**src/rtl/cache_pkg.sv**
```systemverilog
`default_nettype none
// ============================================================================
//  Module      : cache_pkg
//  Description : Shared cache definitions: FSM encoding, geometry derivation
//                and address-split helpers (used by L1 and L2).
//  Revision    : 1.0  initial release
// ============================================================================
package cache_pkg;

    // Widest address the split helpers accept; callers size-cast in and out.
    localparam int ADDR_MAX = 64;

    typedef enum logic [1:0] {
        ST_IDLE       = 2'd0,
        ST_LOOKUP     = 2'd1,
        ST_FILL       = 2'd2,
        ST_WRITE_THRU = 2'd3
    } state_t;

    function automatic int calc_lines(input int cache_size, input int block_size);
        return cache_size / block_size;
    endfunction

    function automatic int calc_wpl(input int block_size, input int data_width);
        return block_size / (data_width / 8);
    endfunction

    function automatic int calc_off_w(input int block_size);
        return $clog2(block_size);
    endfunction

    function automatic int calc_idx_w(input int cache_size, input int block_size);
        return $clog2(cache_size / block_size);
    endfunction

    function automatic int calc_tag_w(input int addr_width, input int cache_size,
                                      input int block_size);
        return addr_width - calc_idx_w(cache_size, block_size) - calc_off_w(block_size);
    endfunction

    // Extract 'width' bits of 'addr' starting at bit 'lsb'.
    function automatic logic [ADDR_MAX-1:0] addr_field(input logic [ADDR_MAX-1:0] addr,
                                                       input int lsb, input int width);
        logic [ADDR_MAX-1:0] mask;
        mask = (width >= ADDR_MAX) ? '1 : ((ADDR_MAX'(1) << width) - ADDR_MAX'(1));
        return (addr >> lsb) & mask;
    endfunction

    function automatic logic [ADDR_MAX-1:0] addr_tag(input logic [ADDR_MAX-1:0] addr,
                                                     input int off_w, input int idx_w);
        return addr_field(addr, off_w + idx_w, ADDR_MAX);
    endfunction

    function automatic logic [ADDR_MAX-1:0] addr_index(input logic [ADDR_MAX-1:0] addr,
                                                       input int off_w, input int idx_w);
        return addr_field(addr, off_w, idx_w);
    endfunction

    // Word number inside the line (byte-within-word bits dropped).
    function automatic logic [ADDR_MAX-1:0] addr_word(input logic [ADDR_MAX-1:0] addr,
                                                      input int off_w, input int byte_w);
        return addr_field(addr, byte_w, off_w - byte_w);
    endfunction

    function automatic logic [15:0] sat_inc16(input logic [15:0] v);
        return (v == 16'hFFFF) ? v : v + 16'd1;
    endfunction

endpackage
`default_nettype wire

```
**src/rtl/l1_cache_if.sv**
```systemverilog
`default_nettype none
// ============================================================================
//  Module      : l1_cache_if
//  Description : CPU load/store port and L2 request port of the L1 cache.
//                slave  = the cache's view; master = the CPU + L2 side.
//  Revision    : 1.0  initial release
// ============================================================================
interface l1_cache_if #(
    parameter int ADDR_WIDTH = 32,
    parameter int DATA_WIDTH = 32
);
    logic [ADDR_WIDTH-1:0] cpu_addr;
    logic [DATA_WIDTH-1:0] cpu_wdata;
    logic                  cpu_read;
    logic                  cpu_write;
    logic [DATA_WIDTH-1:0] cpu_rdata;
    logic                  cpu_ready;
    logic                  cpu_hit;
    logic [ADDR_WIDTH-1:0] l2_addr;
    logic [DATA_WIDTH-1:0] l2_wdata;
    logic                  l2_read;
    logic                  l2_write;
    logic [DATA_WIDTH-1:0] l2_rdata;
    logic                  l2_ready;
    logic                  l2_hit;
    logic                  dbg_l2_hit;   // last l2_hit seen with l2_ready

    modport slave (
        input  cpu_addr, cpu_wdata, cpu_read, cpu_write,
        output cpu_rdata, cpu_ready, cpu_hit,
        output l2_addr, l2_wdata, l2_read, l2_write,
        input  l2_rdata, l2_ready, l2_hit,
        output dbg_l2_hit
    );

    modport master (
        output cpu_addr, cpu_wdata, cpu_read, cpu_write,
        input  cpu_rdata, cpu_ready, cpu_hit,
        input  l2_addr, l2_wdata, l2_read, l2_write,
        output l2_rdata, l2_ready, l2_hit,
        input  dbg_l2_hit
    );
endinterface
`default_nettype wire

```
**src/rtl/l1_line_store.sv**
```systemverilog
`default_nettype none
// ============================================================================
//  Module      : l1_line_store
//  Description : Tag / valid / data arrays of the direct-mapped L1.
//                Synchronous writes, combinational read by index.
//  Revision    : 1.0  initial release
// ============================================================================
module l1_line_store #(
    parameter int LINES      = 16,
    parameter int WPL        = 4,
    parameter int DATA_WIDTH = 32,
    parameter int TAG_W      = 24,
    parameter int IDX_W      = 4,
    parameter int WSEL_W     = 2
) (
    input  wire logic                  clk,
    input  wire logic                  rst_n,
    input  wire logic [IDX_W-1:0]      rd_idx_i,
    input  wire logic [WSEL_W-1:0]     rd_word_i,
    output logic                       rd_valid_o,
    output logic [TAG_W-1:0]           rd_tag_o,
    output logic [DATA_WIDTH-1:0]      rd_data_o,
    input  wire logic [IDX_W-1:0]      wr_idx_i,
    input  wire logic                  data_we_i,
    input  wire logic [WSEL_W-1:0]     wr_word_i,
    input  wire logic [DATA_WIDTH-1:0] wr_data_i,
    input  wire logic                  tag_we_i,   // writes tag and sets valid
    input  wire logic [TAG_W-1:0]      wr_tag_i,
    input  wire logic                  inval_i     // clears valid of wr_idx_i
);
    logic [LINES-1:0]      valid_q;
    logic [TAG_W-1:0]      tag_mem  [LINES];
    logic [DATA_WIDTH-1:0] data_mem [LINES][WPL];

    assign rd_valid_o = valid_q[rd_idx_i];
    assign rd_tag_o   = tag_mem[rd_idx_i];
    assign rd_data_o  = data_mem[rd_idx_i][rd_word_i];

    // Valid bits are the only reset state; a line becomes valid only when its tag is written.
    always_ff @(posedge clk or negedge rst_n) begin
        if (!rst_n) begin
            valid_q <= '0;
        end else if (tag_we_i) begin
            valid_q[wr_idx_i] <= 1'b1;
        end else if (inval_i) begin
            valid_q[wr_idx_i] <= 1'b0;
        end
    end

    // Tag and data storage, not reset.
    always_ff @(posedge clk) begin
        if (data_we_i) data_mem[wr_idx_i][wr_word_i] <= wr_data_i;
        if (tag_we_i)  tag_mem[wr_idx_i]             <= wr_tag_i;
    end
endmodule
`default_nettype wire

```
**src/rtl/l1_cache.sv**
```systemverilog
`default_nettype none
// ============================================================================
//  Module      : l1_cache
//  Description : Direct-mapped, write-through, no-write-allocate L1 D-cache.
//                Read misses refill the whole line with single-word L2 reads.
//  Revision    : 1.0  initial release
// ============================================================================
module l1_cache
    import cache_pkg::*;
#(
    parameter int DATA_WIDTH = 32,
    parameter int ADDR_WIDTH = 32,
    parameter int CACHE_SIZE = 256,
    parameter int BLOCK_SIZE = 16
) (
    input  wire logic   clk,
    input  wire logic   rst_n,
    l1_cache_if.slave   bus,
    output logic [15:0] stat_hits,
    output logic [15:0] stat_misses
);
    localparam int LINES  = calc_lines(CACHE_SIZE, BLOCK_SIZE);
    localparam int WPL    = calc_wpl(BLOCK_SIZE, DATA_WIDTH);
    localparam int OFF_W  = calc_off_w(BLOCK_SIZE);
    localparam int IDX_W  = calc_idx_w(CACHE_SIZE, BLOCK_SIZE);
    localparam int TAG_W  = calc_tag_w(ADDR_WIDTH, CACHE_SIZE, BLOCK_SIZE);
    localparam int BYTE_W = $clog2(DATA_WIDTH / 8);
    localparam int WSEL_W = $clog2(WPL);

    state_t                state_q, state_d;
    logic [ADDR_WIDTH-1:0] addr_q, addr_d;
    logic [DATA_WIDTH-1:0] wdata_q, wdata_d;
    logic                  is_wr_q, is_wr_d;
    logic [WSEL_W-1:0]     beat_q, beat_d;
    logic                  hit_q, hit_d;
    logic [DATA_WIDTH-1:0] cpu_rdata_q, cpu_rdata_d;
    logic                  cpu_ready_q, cpu_ready_d;
    logic                  cpu_hit_q, cpu_hit_d;
    logic [ADDR_WIDTH-1:0] l2_addr_q, l2_addr_d;
    logic [DATA_WIDTH-1:0] l2_wdata_q, l2_wdata_d;
    logic                  l2_read_q, l2_read_d;
    logic                  l2_write_q, l2_write_d;
    logic [15:0]           hits_q, hits_d, misses_q, misses_d;
    logic                  dbg_q, dbg_d;

    logic [TAG_W-1:0]      w_tag, rd_tag;
    logic [IDX_W-1:0]      w_idx;
    logic [WSEL_W-1:0]     w_word, data_word;
    logic                  rd_valid, w_hit, data_we, tag_we, inval;
    logic [DATA_WIDTH-1:0] rd_data, data_in;

    assign w_tag  = TAG_W'(addr_tag(ADDR_MAX'(addr_q), OFF_W, IDX_W));
    assign w_idx  = IDX_W'(addr_index(ADDR_MAX'(addr_q), OFF_W, IDX_W));
    assign w_word = WSEL_W'(addr_word(ADDR_MAX'(addr_q), OFF_W, BYTE_W));
    assign w_hit  = rd_valid && (rd_tag == w_tag);

    l1_line_store #(
        .LINES(LINES), .WPL(WPL), .DATA_WIDTH(DATA_WIDTH),
        .TAG_W(TAG_W), .IDX_W(IDX_W), .WSEL_W(WSEL_W)
    ) u_store (
        .clk(clk), .rst_n(rst_n),
        .rd_idx_i(w_idx), .rd_word_i(w_word),
        .rd_valid_o(rd_valid), .rd_tag_o(rd_tag), .rd_data_o(rd_data),
        .wr_idx_i(w_idx), .data_we_i(data_we), .wr_word_i(data_word), .wr_data_i(data_in),
        .tag_we_i(tag_we), .wr_tag_i(w_tag), .inval_i(inval)
    );

    // State and every output register; reset abandons any L2 transaction in flight.
    always_ff @(posedge clk or negedge rst_n) begin
        if (!rst_n) begin
            state_q     <= ST_IDLE;
            addr_q      <= '0;
            wdata_q     <= '0;
            is_wr_q     <= 1'b0;
            beat_q      <= '0;
            hit_q       <= 1'b0;
            cpu_rdata_q <= '0;
            cpu_ready_q <= 1'b0;
            cpu_hit_q   <= 1'b0;
            l2_addr_q   <= '0;
            l2_wdata_q  <= '0;
            l2_read_q   <= 1'b0;
            l2_write_q  <= 1'b0;
            hits_q      <= '0;
            misses_q    <= '0;
            dbg_q       <= 1'b0;
        end else begin
            state_q     <= state_d;
            addr_q      <= addr_d;
            wdata_q     <= wdata_d;
            is_wr_q     <= is_wr_d;
            beat_q      <= beat_d;
            hit_q       <= hit_d;
            cpu_rdata_q <= cpu_rdata_d;
            cpu_ready_q <= cpu_ready_d;
            cpu_hit_q   <= cpu_hit_d;
            l2_addr_q   <= l2_addr_d;
            l2_wdata_q  <= l2_wdata_d;
            l2_read_q   <= l2_read_d;
            l2_write_q  <= l2_write_d;
            hits_q      <= hits_d;
            misses_q    <= misses_d;
            dbg_q       <= dbg_d;
        end
    end

    // Next-state, output and array-write decode.
    always_comb begin
        state_d     = state_q;
        addr_d      = addr_q;
        wdata_d     = wdata_q;
        is_wr_d     = is_wr_q;
        beat_d      = beat_q;
        hit_d       = hit_q;
        cpu_rdata_d = cpu_rdata_q;
        cpu_ready_d = 1'b0;
        cpu_hit_d   = 1'b0;
        l2_addr_d   = l2_addr_q;
        l2_wdata_d  = l2_wdata_q;
        l2_read_d   = l2_read_q;
        l2_write_d  = l2_write_q;
        hits_d      = hits_q;
        misses_d    = misses_q;
        dbg_d       = dbg_q;
        data_we     = 1'b0;
        data_word   = w_word;
        data_in     = wdata_q;
        tag_we      = 1'b0;
        inval       = 1'b0;

        case (state_q)
            ST_IDLE: begin
                if (bus.cpu_write || bus.cpu_read) begin
                    addr_d  = bus.cpu_addr;
                    wdata_d = bus.cpu_wdata;
                    is_wr_d = bus.cpu_write;   // store wins when both are raised
                    state_d = ST_LOOKUP;
                end
            end
            ST_LOOKUP: begin
                hit_d = w_hit;
                if (is_wr_q) begin
                    if (w_hit) begin
                        data_we = 1'b1;
                        hits_d  = sat_inc16(hits_q);
                    end else begin
                        misses_d = sat_inc16(misses_q);
                    end
                    l2_addr_d  = {addr_q[ADDR_WIDTH-1:BYTE_W], BYTE_W'(0)};
                    l2_wdata_d = wdata_q;
                    l2_write_d = 1'b1;
                    state_d    = ST_WRITE_THRU;
                end else if (w_hit) begin
                    cpu_rdata_d = rd_data;
                    cpu_ready_d = 1'b1;
                    cpu_hit_d   = 1'b1;
                    hits_d      = sat_inc16(hits_q);
                    state_d     = ST_IDLE;
                end else begin
                    // The victim line is dropped now so a partial refill never looks valid.
                    misses_d  = sat_inc16(misses_q);
                    inval     = 1'b1;
                    l2_addr_d = {w_tag, w_idx, OFF_W'(0)};
                    l2_read_d = 1'b1;
                    beat_d    = '0;
                    state_d   = ST_FILL;
                end
            end
            ST_FILL: begin
                if (bus.l2_ready) begin
                    dbg_d     = bus.l2_hit;
                    data_we   = 1'b1;
                    data_word = beat_q;
                    data_in   = bus.l2_rdata;
                    if (beat_q == w_word) cpu_rdata_d = bus.l2_rdata;
                    if (beat_q == WSEL_W'(WPL - 1)) begin
                        l2_read_d   = 1'b0;
                        tag_we      = 1'b1;
                        cpu_ready_d = 1'b1;
                        state_d     = ST_IDLE;
                    end else begin
                        beat_d    = beat_q + WSEL_W'(1);
                        l2_addr_d = l2_addr_q + ADDR_WIDTH'(DATA_WIDTH / 8);
                    end
                end
            end
            ST_WRITE_THRU: begin
                if (bus.l2_ready) begin
                    dbg_d       = bus.l2_hit;
                    l2_write_d  = 1'b0;
                    cpu_ready_d = 1'b1;
                    cpu_hit_d   = hit_q;
                    state_d     = ST_IDLE;
                end
            end
            default: state_d = ST_IDLE;
        endcase
    end

    assign bus.cpu_rdata  = cpu_rdata_q;
    assign bus.cpu_ready  = cpu_ready_q;
    assign bus.cpu_hit    = cpu_hit_q;
    assign bus.l2_addr    = l2_addr_q;
    assign bus.l2_wdata   = l2_wdata_q;
    assign bus.l2_read    = l2_read_q;
    assign bus.l2_write   = l2_write_q;
    assign bus.dbg_l2_hit = dbg_q;
    assign stat_hits      = hits_q;
    assign stat_misses    = misses_q;
endmodule
`default_nettype wire

```
**src/flat_wrapper.sv**
```systemverilog
// flat-port wrapper written by rule: the top's interface ports become plain ports
module l1_cache_flat import cache_pkg::*;
#(
    parameter int DATA_WIDTH = 32,
    parameter int ADDR_WIDTH = 32,
    parameter int CACHE_SIZE = 256,
    parameter int BLOCK_SIZE = 16
)
  (clk, rst_n, stat_hits, stat_misses, bus_cpu_addr, bus_cpu_wdata, bus_cpu_read, bus_cpu_write, bus_cpu_rdata, bus_cpu_ready, bus_cpu_hit, bus_l2_addr, bus_l2_wdata, bus_l2_read, bus_l2_write, bus_l2_rdata, bus_l2_ready, bus_l2_hit, bus_dbg_l2_hit);
  l1_cache_if #(.ADDR_WIDTH(ADDR_WIDTH), .DATA_WIDTH(DATA_WIDTH)) bus_i ();
  input  wire logic clk;
  input  wire logic rst_n;
  output logic [15:0] stat_hits;
  output logic [15:0] stat_misses;
  input wire logic [$bits(bus_i.cpu_addr)-1:0] bus_cpu_addr;
  input wire logic [$bits(bus_i.cpu_wdata)-1:0] bus_cpu_wdata;
  input wire logic [$bits(bus_i.cpu_read)-1:0] bus_cpu_read;
  input wire logic [$bits(bus_i.cpu_write)-1:0] bus_cpu_write;
  output wire logic [$bits(bus_i.cpu_rdata)-1:0] bus_cpu_rdata;
  output wire logic [$bits(bus_i.cpu_ready)-1:0] bus_cpu_ready;
  output wire logic [$bits(bus_i.cpu_hit)-1:0] bus_cpu_hit;
  output wire logic [$bits(bus_i.l2_addr)-1:0] bus_l2_addr;
  output wire logic [$bits(bus_i.l2_wdata)-1:0] bus_l2_wdata;
  output wire logic [$bits(bus_i.l2_read)-1:0] bus_l2_read;
  output wire logic [$bits(bus_i.l2_write)-1:0] bus_l2_write;
  input wire logic [$bits(bus_i.l2_rdata)-1:0] bus_l2_rdata;
  input wire logic [$bits(bus_i.l2_ready)-1:0] bus_l2_ready;
  input wire logic [$bits(bus_i.l2_hit)-1:0] bus_l2_hit;
  output wire logic [$bits(bus_i.dbg_l2_hit)-1:0] bus_dbg_l2_hit;
  assign bus_i.cpu_addr = bus_cpu_addr;
  assign bus_i.cpu_wdata = bus_cpu_wdata;
  assign bus_i.cpu_read = bus_cpu_read;
  assign bus_i.cpu_write = bus_cpu_write;
  assign bus_cpu_rdata = bus_i.cpu_rdata;
  assign bus_cpu_ready = bus_i.cpu_ready;
  assign bus_cpu_hit = bus_i.cpu_hit;
  assign bus_l2_addr = bus_i.l2_addr;
  assign bus_l2_wdata = bus_i.l2_wdata;
  assign bus_l2_read = bus_i.l2_read;
  assign bus_l2_write = bus_i.l2_write;
  assign bus_i.l2_rdata = bus_l2_rdata;
  assign bus_i.l2_ready = bus_l2_ready;
  assign bus_i.l2_hit = bus_l2_hit;
  assign bus_dbg_l2_hit = bus_i.dbg_l2_hit;
  l1_cache #(.DATA_WIDTH(DATA_WIDTH), .ADDR_WIDTH(ADDR_WIDTH), .CACHE_SIZE(CACHE_SIZE), .BLOCK_SIZE(BLOCK_SIZE)) u_core (.clk(clk), .rst_n(rst_n), .bus(bus_i), .stat_hits(stat_hits), .stat_misses(stat_misses));
endmodule
```
**config.mk**
```make
export PLATFORM = sky130hd
export DESIGN_NAME = l1_cache_flat
export DESIGN_NICKNAME = d
export VERILOG_FILES = /design/src/rtl/cache_pkg.sv /design/src/rtl/l1_cache_if.sv /design/src/rtl/l1_line_store.sv /design/src/rtl/l1_cache.sv /design/src/flat_wrapper.sv
export SDC_FILE = /design/constraint.sdc
export NUM_CORES = 2
export LEC_CHECK = 0
export CORE_UTILIZATION = 25
export DETAILED_ROUTE_END_ITERATION = 7
export PLACE_DENSITY_LB_ADDON = 0.1
export SLEW_MARGIN = 20
export SYNTH_ARGS = -nofsm -noshare
export SYNTH_HDL_FRONTEND = slang
export SYNTH_SLANG_ARGS = --single-unit
```
**constraint.sdc**
```tcl
create_clock -name clk -period 5.2 [get_ports clk]
set_clock_uncertainty 0.05 [all_clocks]
set_input_delay 1.56 -clock clk [delete_from_list [all_inputs] [get_ports clk]]
set_output_delay 1.56 -clock clk [all_outputs]
set_load 0.005 [all_outputs]
```
==> flow_summary.toml <==
[global_routing]
grt_util_all_layers_pct = 15.8
grt_pass1_wl_microns = 459000
overflow = 0
antenna_found_initial = 36
grt_pass1_vias = 54281
grt_max_degree = 120

[yosys]
synth_cells = 4711
ys_seq_area_share_pct = 75.4
synth_warnings = 0
synth_xor_xnor_area_share_pct = 0.514
synth_area_per_cell_sq_um = 22.1
synthArstFlopShare_pct = 8.12
synth_top_family_by_area = "multiplexers"
synthAdderAreaFrac_pct = 0.0963
synth_edf_count = 2432
synth_cell_types = 69
synthMuxAreaShare_pct = 19.1
ys_ff_latch = 2647
synth-compound-area-share_pct = 1.48
synth_simple_gate_area_share_pct = 1.98
synth_top_flop_cell = "edfxtp_1"
synth_area_sq_mm = 0.104

[setup_path]
path_cells = "buf_12 -> buf_4 -> mux4_2 -> mux2i_1 -> xnor2_1 -> nor3_2 -> buf_4 -> nand4_1 -> a2bb2o_1 -> and3b_2 -> a21oi_4 -> buf_12 -> nor2_4 -> buf_4"
crit_family = "simple AND/OR/NAND/NOR gates"
cp_data_arrival_time_ns = 5.43
r2r_start = "u_core.addr_q[5]$_DFFE_PN0P_"
r2r_cells = 14
cpMaxStageDelayCell = "dfrtp_4"
critPathCaptureType = "flop"
r2r_slack_ns = 0.29
start_kind = "flop"
cpPeakStageDelay_ns = 0.60
cp-startpoint = "u_core.addr_q[5]$_DFFE_PN0P_"
cpMostUsedCell = "buf_4"
cp_max_fo = 20
cp.depth = 14
path_class = "flop to flop"
required_ns = 5.72
crit_buf_inv = 5

[place]
hpwlAfterDp_microns = 205000
numPortBuffers = 230
finalWeightedCongestion = 0.754

[job]
maxCapViolCount = 0

[timing]
tightestPinTransition_ns = 1.05
finalSetupViolCount = 0
slew_violations = 0
rsz0062_at_grt = "no"
worst_slew_margin_rel_pct = 29.7
fmax_mhz = 204
hold_viol = 0
tns_ns = 0
post-route-period-util_pct = 94.4
period_needed_ns = 4.91

[clock_tree]
holdBufCountCts = 0
htreeDepth = 5
cts.clk_slew.worst_paths_ns = 0.05
cts_buffers = 317
cts_tree = "done"
root_buffer = "clkbuf_16"
post_cts.repair.setup_buffers = 0
clk_latency_ns = 0.91
max-clock-path-buffers = 4
cts.sinks = 2647

[pwr]
leakagePower_uw = 0.0405
peakVddDrop_mv = 0.426
p_per_area_mw_per_mm2 = 578
total_power_uw = 73700

[drt]
wirelength_microns = 334000
wl_per_cell_microns = 30.0
drtPass1Iterations = 7
drt_iter0_markers = 4035
drtAntennaViolNets = 0
via_per_inst = 4.57
drc = 0
vias = 50914

[cells_and_area]
synthToLayoutAreaGrowth_pct = 22.7
final_util_pct = 30.8
drive_gt1_share_pct = 33.3
fill_cells = 39761
nets = 5515

[die]
rows = 236
core_sq_mm = 0.413
die_x_microns = 647
die_h_microns = 647
ioPinCount = 235
dieArea_sq_mm = 0.418
start_util_pct = 25.1

[hold_path]
hold_start = "u_core.stat_misses[5]$_DFFE_PN0P_"
holdPathStages = 1
hold_path_class = "flop to flop"

[run_status]
status = "complete, no violations"
[per-layer routing]
| layer | global-route usage [%] | part of all wire, % |
|---|---|---|
| met2 | 26.7 | 49 |
| met3 | 2.52 | 4.8 |
| met5 | 0 | 0.0039 |
| met1 | 21.1 | 44 |
| met4 | 4.13 | 2.6 |
[worst register-to-register path: cells and delay by family, from the launching register on]
kind	cells	cell delay, ns
flip-flops	1	0.60
AO/OA/AOI/OAI	2	0.54
XOR/XNOR	1	0.10
AND/OR/NAND/NOR	4	1.37
buffers and inverters	5	1.20
multiplexers	2	0.71
[flip-flops by register name, indices dropped and copies added, names as in the netlist]
| name | flops |
|---|---|
| u_core.bus.l2_read | 1 |
| u_core.bus.cpu_ready | 1 |
| u_core.bus.dbg_l2_hit | 1 |
| u_core.u_store.tag_mem | 384 |
| u_core.is_wr_q | 1 |
| u_core.bus.cpu_rdata | 32 |
| u_core.beat_q | 2 |
| u_core.stat_hits | 16 |
| u_core.stat_misses | 16 |
| u_core.state_q | 2 |
| u_core.hit_q | 1 |
| u_core.u_store.valid_q | 16 |
| u_core.addr_q | 30 |
| u_core.bus.l2_wdata | 32 |
| u_core.bus.l2_write | 1 |
| u_core.bus.cpu_hit | 1 |
| u_core.u_store.data_mem | 2048 |
| u_core.wdata_q | 32 |
| u_core.bus.l2_addr | 30 |
[cells in the mapped netlist (4+ instances only)]
| cell type | instances | area [sq um] |
|---|---|---|
| nor4_1 | 31 | 194 |
| dfrtp_1 | 215 | 5380 |
| mux2i_1 | 93 | 931 |
| a221oi_1 | 12 | 105 |
| o211ai_1 | 10 | 75.1 |
| nand3_1 | 52 | 260 |
| edfxtp_1 | 2432 | 73000 |
| mux4_2 | 724 | 16300 |
| a41oi_1 | 6 | 52.6 |
| a22oi_1 | 21 | 158 |
| buf_2 | 114 | 571 |
| o2111ai_1 | 4 | 35.0 |
| a31oi_1 | 16 | 100 |
| and3_1 | 31 | 194 |
| nand2b_1 | 7 | 43.8 |
| buf_4 | 14 | 105 |
| xor2_1 | 27 | 236 |
| mux2_2 | 228 | 2570 |
| inv_1 | 43 | 161 |
| a21oi_1 | 16 | 80.1 |
| o21ai_0 | 48 | 240 |
| nor2b_1 | 8 | 50.1 |
| or3_1 | 8 | 50.1 |
| nand2_1 | 90 | 338 |
| clkbuf_1 | 98 | 368 |
| nor3_1 | 29 | 145 |
| buf_6 | 18 | 203 |
| o41ai_1 | 16 | 140 |
| a21o_1 | 5 | 37.5 |
| buf_1 | 14 | 52.6 |
| o21a_1 | 14 | 105 |
| xnor2_1 | 34 | 298 |
| and2_1 | 5 | 31.3 |
| nor4b_1 | 4 | 35.0 |
| o22ai_1 | 19 | 119 |
| ha_1 | 8 | 100 |
| nor2_1 | 122 | 458 |
| a211oi_1 | 5 | 37.5 |
| nand4_1 | 21 | 131 |
[power breakdown]
group	switching (uW)	total (uW)	internal, uW	leakage, uW
Combinational	13800	23800	9940	0.0112
Sequential	1300	28600	27300	0.0245
Clock	8830	21400	12500	0.00482
Total	24000	73700	49800	0.0405
[layout make-up]
class                      instances  area (sq um)  area share, %
clock inverter                   141          1220          0.956
inverter                          46           175          0.137
timing repair buffer             632          7450           5.84
sequential                      2647         78400           61.5
clock buffer                     422          8640           6.77
multi-input combinational       1761         24700           19.4
antenna                           13          32.5         0.0255
tap                             5474          6850           5.37
[what timing repair did]
| item | 4_1_cts | 5_1_grt |
|---|---|---|
| setup endpoints to repair | 546 | 0 |
| hold endpoints to repair | 0 | 0 |
| resized for setup | 1 | 0 |
[cells by family (layout without fill, tap and decap cells)]
| family | Yosys count | count (layout) |
|---|---|---|
| AOI/OAI and AO/OA | 220 | 220 |
| xor gates and xnor gates | 61 | 61 |
| adders and majority gates | 8 | 8 |
| buffers and inverters | 304 | 1241 |
| DFF | 2647 | 2647 |
| muxes | 1047 | 1047 |
| other | 1 | 15 |
| and+or+nand+nor | 423 | 423 |
[stage by stage]
| stage | hold WS [ns] | area (sq um) | worst slack, ns | std cells |
|---|---|---|---|---|
| floorplan | 0.408 | 104000 | 0.615 | 4712 |
| global placement | 0.426 | 118000 | -0.105 | 10560 |
| detailed placement | 0.436 | 118000 | -0.0927 | 10560 |
| CTS | 0.445 | 127000 | 0.127 | 11123 |
| global route | 0.465 | 127000 | 0.0861 | 11128 |
| finish | 0.437 | 128000 | 0.291 | 11136 |
[placed cells by master (no fill, tap or decap), drive strengths merged, types with 13 or more instances in the layout]
cell type / synthesis / final
o21a: 14 / 14
nand3: 52 / 52
nor4: 32 / 32
o41ai: 16 / 16
clkbuf: 98 / 422
nor3: 29 / 29
mux4: 724 / 724
and3: 31 / 31
a21oi: 16 / 16
bufinv: 0 / 18
a22oi: 21 / 21
diode: 0 / 13
dfrtp: 215 / 215
nor2: 122 / 122
a31oi: 16 / 16
nand2: 90 / 90
xor2: 27 / 27
clkinv: 1 / 112
inv: 45 / 54
clkdlybuf4s50: 0 / 229
mux2i: 93 / 93
xnor2: 34 / 34
o22ai: 20 / 20
edfxtp: 2432 / 2432
o21ai: 50 / 50
buf: 160 / 403
mux2: 230 / 230
nand4: 21 / 21
[worst paths after layout]
check / end
worst min register to register: u_core.stat_misses[5]$_DFFE_PN0P_
worst min-delay path: u_core.stat_misses[5]$_DFFE_PN0P_
worst max register to register: u_core.u_store.data_mem[7][106]$_DFFE_PP_
worst max-delay path: u_core.u_store.data_mem[7][106]$_DFFE_PP_
max in group asynchronous: u_core.stat_hits[8]$_DFFE_PN0P_
min in group asynchronous: u_core.addr_q[25]$_DFFE_PN0P_
Note: power is estimated with default switching activity, not from simulation.
